**src/rtl/mist1032sa_uart_rx_controller.sv**
```systemverilog
//==============================================================================
// Module      : mist1032sa_uart_rx_controller
// Description : UART receiver controller. Owns the receiver baud count and its
//               reset (held low for a fixed time after reset or reconfig),
//               buffers received bytes in a FWFT FIFO with a valid/request
//               read port, and reports fill level, overrun and interrupts.
// Revision    : 1.0 - initial release
//==============================================================================
`default_nettype none

module mist1032sa_uart_rx_controller #(
   parameter int unsigned FIFO_DEPTH_N   = 4,
   parameter logic [19:0] DEFAULT_BAUD   = 20'd108,
   parameter logic [7:0]  RESET_HOLD     = 8'd16,
   parameter logic [19:0] TIMEOUT_CYCLES = 20'd4000
) (
   input  logic                    iCLOCK,
   input  logic                    iRESET_SYNC,
   input  logic                    iBAUD_WR,
   input  logic [19:0]             iBAUD_DATA,
   input  logic                    iRX_ENA,
   input  logic [FIFO_DEPTH_N:0]   iIRQ_LEVEL,
   input  logic                    iOVERRUN_CLR,
   output logic                    oUART_RESET_N,
   output logic [19:0]             oEXTBAUD_COUNT,
   input  logic                    iRX_VALID,
   input  logic [7:0]              iRX_DATA,
   output logic                    oRD_VALID,
   output logic [7:0]              oRD_DATA,
   input  logic                    iRD_REQ,
   output logic [FIFO_DEPTH_N:0]   oCOUNT,
   output logic                    oOVERRUN,
   output logic                    oIRQ,
   output logic                    oBUSY
);

   localparam int unsigned           c_DEPTH      = 1 << FIFO_DEPTH_N;
   localparam logic [FIFO_DEPTH_N:0] c_FULL_COUNT = {1'b1, {FIFO_DEPTH_N{1'b0}}};
   localparam logic [FIFO_DEPTH_N:0] c_CNT_ONE    = {{FIFO_DEPTH_N{1'b0}}, 1'b1};
   localparam logic [FIFO_DEPTH_N:0] c_CNT_ZERO   = '0;
   localparam logic [FIFO_DEPTH_N-1:0] c_PTR_ONE  = {{(FIFO_DEPTH_N-1){1'b0}}, 1'b1};
   localparam logic [19:0]           c_MIN_BAUD   = 20'd4;

   typedef enum logic [0:0] {
      ST_HOLD = 1'b0,
      ST_RUN  = 1'b1
   } state_t;

   // Receiver control state
   state_t      state_q;
   logic [7:0]  hold_cnt_q;
   logic [19:0] baud_q;
   logic [19:0] baud_d;
   logic        uart_rst_n_q;
   logic        busy_q;

   // FIFO state
   logic [7:0]              mem_q [c_DEPTH];
   logic [FIFO_DEPTH_N-1:0] wr_ptr_q;
   logic [FIFO_DEPTH_N-1:0] rd_ptr_q;
   logic [FIFO_DEPTH_N:0]   count_q;
   logic [FIFO_DEPTH_N:0]   count_d;
   logic                    rd_valid_q;
   logic                    overrun_q;

   // Idle timeout state
   logic [19:0] timer_q;
   logic        timeout_q;

   logic w_push;
   logic w_pop;
   logic w_full;
   logic w_wr_en;
   logic w_ovr_set;
   logic w_level_irq;

   // Baud values below the receiver minimum are clamped up to it
   always_comb begin
      baud_d = (iBAUD_DATA < c_MIN_BAUD) ? c_MIN_BAUD : iBAUD_DATA;
   end

   // Hold/run sequencer with registered receiver reset, busy and baud outputs
   always_ff @(posedge iCLOCK) begin
      if (iRESET_SYNC) begin
         state_q      <= ST_HOLD;
         hold_cnt_q   <= 8'd0;
         baud_q       <= DEFAULT_BAUD;
         uart_rst_n_q <= 1'b0;
         busy_q       <= 1'b1;
      end else if (iBAUD_WR) begin
         // A new baud count always restarts the receiver from a clean reset
         state_q      <= ST_HOLD;
         hold_cnt_q   <= 8'd0;
         baud_q       <= baud_d;
         uart_rst_n_q <= 1'b0;
         busy_q       <= 1'b1;
      end else begin
         case (state_q)
            ST_HOLD: begin
               if (hold_cnt_q == (RESET_HOLD - 8'd1)) begin
                  state_q      <= ST_RUN;
                  uart_rst_n_q <= 1'b1;
                  busy_q       <= 1'b0;
               end else begin
                  hold_cnt_q <= hold_cnt_q + 8'd1;
               end
            end
            ST_RUN: begin
               uart_rst_n_q <= 1'b1;
               busy_q       <= 1'b0;
            end
            default: begin
               state_q      <= ST_HOLD;
               hold_cnt_q   <= 8'd0;
               uart_rst_n_q <= 1'b0;
               busy_q       <= 1'b1;
            end
         endcase
      end
   end

   // Push/pop qualification; a full FIFO still accepts a push paired with a pop
   always_comb begin
      w_push    = iRX_VALID & iRX_ENA & (state_q == ST_RUN);
      w_pop     = iRD_REQ & rd_valid_q;
      w_full    = (count_q == c_FULL_COUNT);
      w_wr_en   = w_push & (~w_full | w_pop);
      w_ovr_set = w_push & w_full & ~w_pop;
   end

   // Next fill level
   always_comb begin
      count_d = count_q;
      case ({w_wr_en, w_pop})
         2'b10:   count_d = count_q + c_CNT_ONE;
         2'b01:   count_d = count_q - c_CNT_ONE;
         default: count_d = count_q;
      endcase
   end

   // Byte storage; contents need no reset since validity is tracked by count
   always_ff @(posedge iCLOCK) begin
      if (w_wr_en && !iRESET_SYNC) begin
         mem_q[wr_ptr_q] <= iRX_DATA;
      end
   end

   // FIFO pointers, fill level, valid flag and sticky overrun
   always_ff @(posedge iCLOCK) begin
      if (iRESET_SYNC) begin
         wr_ptr_q   <= '0;
         rd_ptr_q   <= '0;
         count_q    <= '0;
         rd_valid_q <= 1'b0;
         overrun_q  <= 1'b0;
      end else begin
         if (w_wr_en) begin
            wr_ptr_q <= wr_ptr_q + c_PTR_ONE;
         end
         if (w_pop) begin
            rd_ptr_q <= rd_ptr_q + c_PTR_ONE;
         end
         count_q    <= count_d;
         rd_valid_q <= (count_d != c_CNT_ZERO);
         // Setting wins over a simultaneous clear so no drop goes unreported
         if (w_ovr_set) begin
            overrun_q <= 1'b1;
         end else if (iOVERRUN_CLR) begin
            overrun_q <= 1'b0;
         end
      end
   end

   // Idle timer: runs only while data sits untouched, saturates at timeout
   always_ff @(posedge iCLOCK) begin
      if (iRESET_SYNC) begin
         timer_q   <= 20'd0;
         timeout_q <= 1'b0;
      end else if (w_push || w_pop || (count_q == c_CNT_ZERO)) begin
         timer_q   <= 20'd0;
         timeout_q <= 1'b0;
      end else if (timer_q == (TIMEOUT_CYCLES - 20'd1)) begin
         timeout_q <= 1'b1;
      end else begin
         timer_q <= timer_q + 20'd1;
      end
   end

   // Interrupt combines level threshold, idle timeout and overrun
   always_comb begin
      w_level_irq = (iIRQ_LEVEL != c_CNT_ZERO) && (count_q >= iIRQ_LEVEL);
      oIRQ        = w_level_irq | timeout_q | overrun_q;
   end

   assign oUART_RESET_N  = uart_rst_n_q;
   assign oBUSY          = busy_q;
   assign oEXTBAUD_COUNT = baud_q;
   assign oRD_VALID      = rd_valid_q;
   assign oRD_DATA       = rd_valid_q ? mem_q[rd_ptr_q] : 8'h00;
   assign oCOUNT         = count_q;
   assign oOVERRUN       = overrun_q;

endmodule

`default_nettype wire

```
**config.mk**
```make
export PLATFORM = sky130hd
export DESIGN_NAME = mist1032sa_uart_rx_controller
export DESIGN_NICKNAME = d
export VERILOG_FILES = /design/src/rtl/mist1032sa_uart_rx_controller.sv
export SDC_FILE = /design/constraint.sdc
export NUM_CORES = 1
export LEC_CHECK = 0
export ABC_CLOCK_PERIOD_IN_PS = 3400
export CORE_MARGIN = 10
export CORE_UTILIZATION = 45
export DETAILED_ROUTE_END_ITERATION = 10
export GPL_ROUTABILITY_DRIVEN = 0
export PLACE_DENSITY = 0.65
export SYNTH_ARGS = -nofsm -noshare
export SYNTH_HDL_FRONTEND = slang
export SYNTH_SLANG_ARGS = --single-unit
```
**constraint.sdc**
```tcl
create_clock -name iCLOCK -period 3.4 [get_ports iCLOCK]
set_input_delay 0.68 -clock iCLOCK [delete_from_list [all_inputs] [get_ports iCLOCK]]
set_output_delay 0.68 -clock iCLOCK [all_outputs]
set_load 0.05 [all_outputs]
```
* Yosys cells after proc, flatten, opt, wreduce, memory -nomap -nowiden *
Memory sizes are Yosys's and may differ from the RTL's. A register that Yosys moved wholly into a read port is not among the register bits.
Cells that the tools add are included.

word-level totals
  input bits = 40
  memories = 1
  flip-flop bits (word level) = 67
  output and inout bits = 38
  RAM bits = 128

memories
  memory  words  width  rd ports  clocked after memory_dff  write ports  line  text
  mem_q   16     8      1         1                         1            58    logic [7:0] mem_q [c_DEPTH];

operators by class
  reductions and logical operators = 12
  muxes and demuxes = 15
  add/subtract/negate cells = 6
  bitwise gates (word level) = 13
  eq/ne operators = 6
  $lt $le $gt $ge = 2

operators by type and width
  operator                 count
  $add A20 B1 Y20 const B  1
  $eq A20 B12 Y1 const B   1
  $lt A20 B3 Y1 const B    1
  $mux W20                 1
  $pmux W5 S2              1
  $reduce_bool A5 Y1       2
  $add A4 B1 Y4 const B    2
  $add A8 B1 Y8 const B    1
  $eq A8 B4 Y1 const B     1
  $mux W1                  8
  $mux W4                  2
  $mux W8                  1
  $and A1 B1 Y1            6
  $add A5 B1 Y5 const B    1
  $eq A5 B5 Y1 const B     1
  $ge A5 B5 Y1             1
  $logic_not A5 Y1         1
  $sub A5 B1 Y5 const B    1
  $not A1 Y1               4
  $pmux W1 S2              2
  $reduce_or A2 Y1         2
  $or A1 B1 Y1             3
  $eq A2 B1 Y1 const B     1
  $eq A2 B2 Y1 const B     1
  other kinds (6)          8

* Depth between registers and ports, before layout *
Gate-level depths: netlist of the first run.

  depth after elaboration = 7
  depth in mapped cells = 9
  depth with buffers taken out = 8

* Least setup slack after synthesis of the first run *
OpenSTA, ideal clock, no wires.

  path type = register to output
  start point = register count_q[0] (netlist: oCOUNT[0])
  end point = output port oIRQ
  slack = 0.116 ns
  data required time = 2.720 ns
  buffers on the path = 0
  data arrival time = 2.604 ns
  cell stages (with the launch flop) = 8
  cell sequence = dfxtp_1 inv_1 ha_1 nand2b_1 a21o_1 a21o_1 a21oi_1 o21ai_0

between the ends
  cells in the longest elaborated chain, start to end = 4

RTL lines
  item                       line  text
  start, declared            61    logic [FIFO_DEPTH_N:0] count_q;
  start signal, assigned     163   count_q <= count_d;
  $ge A5 B5 Y1               191   w_level_irq = (iIRQ_LEVEL != c_CNT_ZERO) && (count_q >= iIRQ_LEVEL);
  $logic_and A1 B1 Y1        191
  $or A1 B1 Y1 (2 in a row)  192   oIRQ = w_level_irq | timeout_q | overrun_q;
  end, declared              33    output logic oIRQ,

Every way passes these cells.

==> flow_summary.ini, run 1 <==
[setup_path]
critPathTopFamily = multiplexers
path_class = register to output port
cp_slowest_cell = mux4_2
end_kind = output port
arrival_ns = 2.56
critPathMaxStageDelay_ns = 0.53
cp_max_fo = 14
critPathRequiredTime_ns = 2.72
worst-path-buf-inv = 2
path_cells = buf_12 -> mux4_2 -> mux4_2 -> and2_1 -> buf_4
r2r-start = oRD_VALID
critPathLaunchType = register
cpMostUsedCell = mux4_2

[sta]
max_clock_freq_mhz = 308
fin_crit_ns = 3.24
worstMarginPinSlew_ns = 0.844
maxSlewViolCount = 0
hold_slack_ns = 0.447
fin_skew_ns = 0.00655
slew_headroom_pct = 43.7
hold_viol_final = 0
fin_tns_setup_ns = 0
rsz0062_at_grt = no
period_share_pct = 95.4
finalSetupViolations = 0

[status]
status = finished clean

[routing]
vias_per_cell = 5.32
vias = 4708
dr.pass1.iters = 6
drt_wl_total_um = 16300
ant_nets = 0
wl_per_cell_um = 18.4
drt-initial-drc-count = 220
drc_errors = 0

[power]
internal_power_uw = 4320
p_leak_uw = 0.00335
p_per_area_mw_per_mm2 = 599
switching_power_uw = 1550
swShare_pct = 26.4
seq_power_share_pct = 46.4
power.share.combinational_pct = 18.2
peakVddDrop_uv = 381
power.clock.fraction_pct = 35.4

[hold_path]
min-delay-start = oBUSY
hold_class = register to register

[clock_network]
ctsHoldBuffers = 0
clkTransAtPathRegs_ns = 0.06
clk_latency_ns = 0.43
post_cts_buffers = 0
postCtsResizedCells = 0
numClockSinks = 199
clockBufferDepth = 2
cts_buffers = 17
ctsRootBufferMaster = clkbuf_16
cts_tree = done
htreeDepth = 4

[floorplanning]
initial_utilization_pct = 46.3
die-area_mm2 = 0.0237
rows = 48
die_height_um = 154
core_mm2 = 0.0174
dieWidth_um = 154
ios = 78

[yosys]
synthesis.nets = 605
synth_edf_count = 128
synth_ff_type = edfxtp_1
ys_seq_area_share_pct = 65.3
synth_cell_type_count = 44
postSynthAreaPerCell_um2 = 14.6
synth_top_area_share_pct = 47.7
ys_warn_count = 0
yosysTopAreaCell = edfxtp_1
yosys-top-cells-area = edfxtp_1 48%, dfxtp_1 18%, mux4_2 11%
syn-cell-area_mm2 = 0.00806
synth_seq_cells = 199
syn_inst = 552
async_reset_ff_share_pct = 0

[job]
cap_viol_max_count = 0

[global_route]
use_met3_pct = 3.77
grt_pass1_vias = 5041
grt.overflow.total = 0
antenna_found_initial = 0
grt.met2_usage_pct = 23.5
met1_usage_pct = 17.5
grt.busiest_layer = met2
grt_pass1_wl_um = 26800
grt_util_all_layers_pct = 14.2
grt_max_degree = 33

[cells_and_area]
num_antenna_cells = 0
syn_to_final_growth_pct = 21.5
nNetsFinal = 700
drive_above_1_share_pct = 15.8

[placed_design]
numPortBuffers = 77
dp_hpwl_um = 11400
[per-stage QoR]
step	instance area [um^2]	std cells	setup WS [ns]	total power (uW)	utilization, %
6_report	9790	885	0.155	5870	56.2
5_1_grt	9790	885	0.0418	6100	56.2
4_1_cts	9770	884	0.0561	5920	56.1
3_5_place_dp	9150	852	0.384	3830	52.6
3_3_place_gp	9150	852	0.442	3810	52.6
2_1_floorplan	8060	552	0.116	3500	-
[layer usage]
layer,vias to the layer above,share of wire (%)
met5,-,0
met2,90,50
met1,2350,45
li1,2254,-
met4,0,0.98
met3,14,4.3
[worst min-delay path: stages (launching register included)]
cell	delay [ns]
dfxtp_1	0.31
nand2_1	0.05
nand2_1	0.04
[layout make-up]
type	instances	area, um^2
flip-flops and latches	199	5270
well taps	225	282
clock inverters	12	176
multi-input cells	320	2650
repair buffers	100	951
fillers	1390	7620
clock buffers	20	437
inverters	9	33.8
[path summary, 6_finish.rpt]
path | cells after the start | end | slack [ns]
min | 2 | oBUSY | 0.45
min reg2reg | 2 | oBUSY | 0.45
max | 5 | oRD_DATA[0] | 0.16
max reg2reg | 8 | oRD_VALID | 0.97
[sequential cells by signal, summed over array words and instances (netlist names), 4 cells and up, named ones only]
name / flops
mem_q: 128
oEXTBAUD_COUNT: 20
timer_q: 20
hold_cnt_q: 8
oCOUNT: 5
rd_ptr_q: 4
wr_ptr_q: 4
[placed cells by master (no fill, tap or decap), types with 4 or more instances in the layout]
cell,instances
a21oi_1,11
and2_1,10
and3_1,9
and4_1,4
buf_4,30
bufinv_16,4
clkbuf_16,18
clkdlybuf4s50_1,68
dfxtp_1,70
edfxtp_1,128
ha_1,13
inv_1,9
mux2i_1,16
mux4_2,40
nand2_1,24
nand3_1,7
nand4_1,12
nor2_1,80
nor2b_1,4
nor3_1,5
nor4_1,10
o21ai_0,5
or3_1,5
xnor2_1,8
xor2_1,26
[power by group through the flow]
stage / Combinational, uW / Sequential [uW] / Clock [uW]
finish: 1070 / 2720 / 2080
global route: 1150 / 2730 / 2220
CTS: 1070 / 2720 / 2130
detailed placement: 1060 / 2770 / 0
global placement: 1040 / 2770 / 0
floorplan: 647 / 2850 / 0
[Yosys cell counts, types with 3 or more instances]
| master | count |
|---|---|
| o21ai_0 | 5 |
| edfxtp_1 | 128 |
| nand2_1 | 24 |
| nand4_1 | 12 |
| a21oi_1 | 11 |
| buf_2 | 3 |
| nand2b_1 | 3 |
| ha_1 | 13 |
| dfxtp_1 | 71 |
| nor2b_1 | 4 |
| a211o_1 | 3 |
| or3_1 | 5 |
| nand3_1 | 7 |
| xnor2_1 | 8 |
| and2_1 | 10 |
| and4_1 | 4 |
| buf_1 | 9 |
| mux2i_1 | 16 |
| inv_1 | 9 |
| xor2_1 | 26 |
| and3_1 | 9 |
| clkbuf_1 | 8 |
| or4_1 | 3 |
| nor3_1 | 5 |
| buf_4 | 3 |
| nor2_1 | 80 |
| mux4_2 | 40 |
| nor4_1 | 10 |
| o2111ai_1 | 3 |
| a211oi_1 | 3 |
[logic make-up after synthesis]
kind of cell | after synthesis | synth area share, %
and+or+nand+nor | 183 | 11.1
muxes | 56 | 13.2
AOI/OAI and AO/OA | 34 | 2.84
xor gates and xnor gates | 34 | 3.70
buffers and inverters | 33 | 1.82
adders and majority gates | 13 | 2.02
DFF | 199 | 65.3
(Power assumes the default switching activity.)
==> run 2: changes to the inputs <==
Settings changed: ABC_CLOCK_PERIOD_IN_PS 3400 to 3100, MAX_ROUTING_LAYER from default to met4.
Clock period 3.4 ns to 3.1 ns, I/O delays scaled along.
==> run 2 against run 1 <==
Against the previous run:
- final cell count is 0.34% higher
- clock-buffer cell count stayed put
- sequential cell count is the same
- critical endpoint is now oRD_DATA[2]
- largest power group unchanged
- register-to-register slack worse by 0.27 ns
- combinational power rose by 15%
- die area unchanged
- utilization is 0.24 points higher
- critical path depth unchanged
- first-iteration DRC count is 46% higher
- global-route usage increased by 0.55 points
- power rose by 8.0%
- sequential share of layout area shrank 0.21 points
==> flow_summary.ini, run 2 (synthesized netlist as in run 1, its figures left out) <==
[setup_path]
path_class = register to output port
path_cells = buf_12 -> mux4_2 -> mux4_2 -> and2_1 -> buf_4
cp_slowest_cell = mux4_2
cp_max_fo = 8
critPathRequiredTime_ns = 2.48
critPathLaunchType = register
arrival_ns = 2.40
critPathMaxStageDelay_ns = 0.52
end_kind = output port
cpMostUsedCell = mux4_2

[cells_and_area]
nNetsFinal = 703
num_antenna_cells = 0
final_common_cell = edfxtp_1
drive_above_1_share_pct = 16.9
layout_common_cells = 128 x edfxtp_1, 80 x nor2_1, 70 x dfxtp_1
nFillCells = 1386
post-route-util_pct = 56.5
largest_reg_flops = 128
top_register = mem_q
syn_to_final_growth_pct = 22.0

[power]
power.share.combinational_pct = 19.4
p_leak_uw = 0.00338
seq_power_share_pct = 47.0
swShare_pct = 27.5
switching_power_uw = 1740
peakVddDrop_uv = 422
internal_power_uw = 4590
power.clock.fraction_pct = 33.6
p_per_area_mw_per_mm2 = 644

[global_route]
grt.overflow.total = 0
antenna_found_initial = 0
grt_pass1_vias = 4894
grt_pass1_wl_um = 26700
grt_max_degree = 33
grt_util_all_layers_pct = 14.7

[sta]
slew_headroom_pct = 42.8
max_clock_freq_mhz = 331
hold_viol_final = 0
fin_crit_ns = 3.02
worstMarginPinSlew_ns = 0.858
finalWorstSetupSlack_ns = 0.0787
maxSlewViolCount = 0
rsz0062_at_grt = no
finalSetupViolations = 0
fin_skew_ns = 0.00880
period_share_pct = 97.5

[job]
cap_viol_max_count = 0

[routing]
vias_per_cell = 5.37
drt_wl_total_um = 16500
drt-initial-drc-count = 321
drc_errors = 0
ant_nets = 0
wl_per_cell_um = 18.6
vias = 4765
dr.pass1.iters = 4

[hold_path]
hold_class = register to register

[clock_network]
cts_buffers = 17
htreeDepth = 4
cts_tree = done
numClockSinks = 199
ctsRootBufferMaster = clkbuf_16
clockBufferDepth = 2
clkTransAtPathRegs_ns = 0.07
clk_latency_ns = 0.43

[status]
status = finished clean

[floorplanning]
ios = 78
dieWidth_um = 154
initial_utilization_pct = 46.3
die-area_mm2 = 0.0237
rows = 48
die_height_um = 154
core_mm2 = 0.0174

[placed_design]
dp_slack_ns = 0.224
numPortBuffers = 77
dp_hpwl_um = 11400
[run 2: changes by cell type in the layout (fill, tap and decap cells not counted), moves of 3 or more]
cell	delta
clkbuf_1	-3
bufinv_16	-4
buf_12	+3
buf_6	+7
buf_4	-6
[run 2: per-layer routing]
| metal | global-route usage [%] | wire length [um] |
|---|---|---|
| met1 | 18.2 | 7240 |
| met2 | 23.4 | 8300 |
| met3 | 3.49 | 685 |
| met4 | 4.81 | 269 |
| met5 | - | 0 |
[run 2: path summary, 6_finish.rpt]
path / startpoint / endpoint / slack (ns) / cells after the start
max: register / oRD_DATA[2] / 0.08 / 5
min: oBUSY / oBUSY / 0.45 / 2
max reg2reg: oRD_VALID / oRD_VALID / 0.70 / 8
min reg2reg: oBUSY / oBUSY / 0.45 / 2
[run 2: power groups by stage]
| stage | clock network (uW) | logic (uW) | registers, uW |
|---|---|---|---|
| floorplan | 0 | 711 | 3120 |
| global placement | 0 | 1150 | 3020 |
| detailed placement | 0 | 1180 | 3030 |
| CTS | 2170 | 1290 | 2980 |
| global route | 2290 | 1330 | 2990 |
| finish | 2130 | 1230 | 2980 |
[run 2: timing repair]
| item | 4_1_cts | 5_1_grt |
|---|---|---|
| resized for setup | 10 | 1 |
| endpoints found under the setup margin | 5 | 7 |
| hold buffers | 0 | 0 |
| gates cloned | 2 | 0 |
| setup buffers | 2 | 0 |
[run 2: metrics by stage]
step | hold slack, ns | cell area, um^2 | power (uW) | TNS, ns | instances
2_1_floorplan | 0.442 | 8060 | 3830 | 0 | 552
3_3_place_gp | 0.440 | 9180 | 4180 | 0 | 854
3_5_place_dp | 0.438 | 9180 | 4210 | 0 | 854
4_1_cts | 0.453 | 9890 | 6440 | -0.00692 | 890
5_1_grt | 0.469 | 9830 | 6610 | 0 | 888
6_report | 0.447 | 9830 | 6330 | 0 | 888
[run 2: layout make-up]
class	instances	area [um^2]	share of cell area, %
clock inverters	12	104	1.06
repair buffers	103	1020	10.4
clock buffers	20	478	4.86
flip-flops and latches	199	5270	53.6
multi-input cells	320	2650	26.9
inverters	9	33.8	0.344
well taps	225	282	2.86
[run 2: worst max-delay path, delay by kind of cell (launching register included)]
kind	cells	cell delay, ns
multiplexers	2	1.02
flip-flops	1	0.40
buffers and inverters	2	0.35
AND/OR/NAND/NOR	1	0.20
==> edit: new RTL, config.mk and constraints of run 2 <==
Register the output `oEXTBAUD_COUNT` once more, cleared by the reset; this adds one clock of latency there. The other outputs are not delayed to match.
--- a/src/rtl/mist1032sa_uart_rx_controller.sv
+++ b/src/rtl/mist1032sa_uart_rx_controller.sv
@@ -196,3 +196,9 @@
    assign oBUSY          = busy_q;
-   assign oEXTBAUD_COUNT = baud_q;
+   always_ff @(posedge iCLOCK) begin
+      if (iRESET_SYNC) begin
+         oEXTBAUD_COUNT <= '0;
+      end else begin
+         oEXTBAUD_COUNT <= baud_q;
+      end
+   end
    assign oRD_VALID      = rd_valid_q;
Behaviour: not the same (Yosys sat finds a counterexample within 4 cycles, from zero or initial values and one cycle with iRESET_SYNC high).
==> edit against run 2 <==
  * Final area increased by 8.7%
  * Worst hold slack improved by 0.0055 ns
  * Sequential cell count increased by 20
  * Final cell count increased by 7.5%
  * Worst setup slack got worse by 0.060 ns
  * Synthesized area increased by 7.2%
  * Total power increased by 16%
  * Routed wire length increased by 7.5%
==> edit: results (changes against run 2) <==
sta:
  maxSlewHeadroom: 0.424  # -0.00380
  fin_skew_ns: 0.0130  # +0.00424 ns
global_route:
  grt_pass1_vias: 5400  # +10%
  grt_max_degree: 42  # +27%
  grt_pass1_wl_um: 29100  # +9.1%
  grt.total_usage: 0.149  # +0.00241
synth:
  ys_top_cells_by_count: "128 x edfxtp_1, 91 x dfxtp_1, 84 x nor2_1"
  syn_avg_cell_area_um2: 14.4  # -1.2%
  async_flop_share: 0  # unchanged
  synth_cell_types: 47  # +6.8%
  ys_seq_area_frac: 0.656  # +0.00244
  syn_nets: 652  # +7.8%
clocking:
  cts_made_buffers: 23  # +6
  clk_latency_ns: 0.50  # +0.07 ns
  cts_htree_levels: 1  # -3
  clock_path_buffers: 3  # +1
  cts_tree: "yes"
placement:
  dp_cells: 909  # +6.4%
  dp_hpwl_um: 11700  # +2.9%
worst_setup_path:
  cp.arrival_ns: 2.46  # +0.06 ns
  r2r_start: "state_q$_SDFF_PP0_"
  r2r_cells: 9  # +1
drt:
  drc: 0  # unchanged
  drt_iter0_markers: 314  # -2.2%
  vias: 5066  # +6.3%
  wl_um: 17700  # +7.5%
  firstDrtPassIters: 4  # unchanged
  drt-vias-per-instance: 5.30  # -1.1%
power_and_ir_drop:
  leakagePower_nw: 3.72  # +10%
  vdd_drop_max_mv: 0.425  # +0.75%
layout:
  nNetsFinal: 757  # +7.7%
  layout-drive-gt1-share: 0.186  # +0.0169
status:
  status: "finished, final reports clean"
edit: area by class of cell:
type	instances	area, µm²
multi-input combinational	339	2800
tap	234	293
fill	1481	8080
clock buffer	35	723
sequential	219	5670
timing repair buffer	105	1080
inverter	16	60.1
clock inverter	7	67.6
edit: timing repair:
item,CTS,global route
pin swaps,7,0
gates cloned,3,0
resized for setup,27,1
setup buffers,3,0
endpoints found under the setup margin,8,8
edit: worst max-delay path, cell delays in order (launching register included):
cell and delay [ns]:
dfxtp_4 0.39, buf_12 0.12, buf_16 0.14, mux4_2 0.50, mux4_2 0.50, and2_4 0.16, buf_6 0.14
edit: per-stage QoR:
step            util  cell area (µm²)  hold slack [ns]  total power, mW  worst slack (ns)
2_1_floorplan      -             8640            0.430             4.14             0.265
3_3_place_gp   0.519             9750            0.433             4.46             0.234
3_5_place_dp   0.519             9750            0.442             4.49            0.0156
4_1_cts        0.572            10700            0.455             7.48          -0.00902
5_1_grt        0.570            10700            0.478             7.66           -0.0385
6_report       0.570            10700            0.452             7.37            0.0190
edit: kinds of logic after synthesis:
| family | Yosys count | share of synthesized area |
|---|---|---|
| AND/OR/NAND/NOR | 202 | 0.117 |
| buffers and inverters | 41 | 0.0226 |
| adder cells (fa/ha/maj) | 13 | 0.0188 |
| AO/OA/AOI/OAI | 33 | 0.0264 |
| multiplexers | 59 | 0.127 |
| XOR/XNOR | 32 | 0.0324 |
| flip-flops | 219 | 0.656 |
edit: worst paths after layout:
| kind | slack, ns | endpoint |
|---|---|---|
| max | 0.02 | oRD_DATA[0] |
| min | 0.45 | oBUSY$_SDFFE_PP1N_ |
| min reg2reg | 0.45 | oBUSY$_SDFFE_PP1N_ |
| max reg2reg | 0.66 | oRD_VALID$_SDFF_PP0_ |
edit: power groups by stage:
stage          sequential, mW  clock (mW)  combinational, mW
2_1_floorplan            3.39           0              0.744
3_3_place_gp             3.29           0               1.17
3_5_place_dp             3.29           0               1.20
4_1_cts                  3.24        2.85               1.39
5_1_grt                  3.25        2.97               1.44
6_report                 3.24        2.78               1.34
edit: layer usage:
metal  routed length (µm)  vias to the layer above  track usage
li1                     -                     2413            -
met1                 8080                     2493        0.193
met2                 8370                      139        0.239
met3                 1030                       21       0.0305
met4                  246                        0       0.0344
met5                    0                        -            -
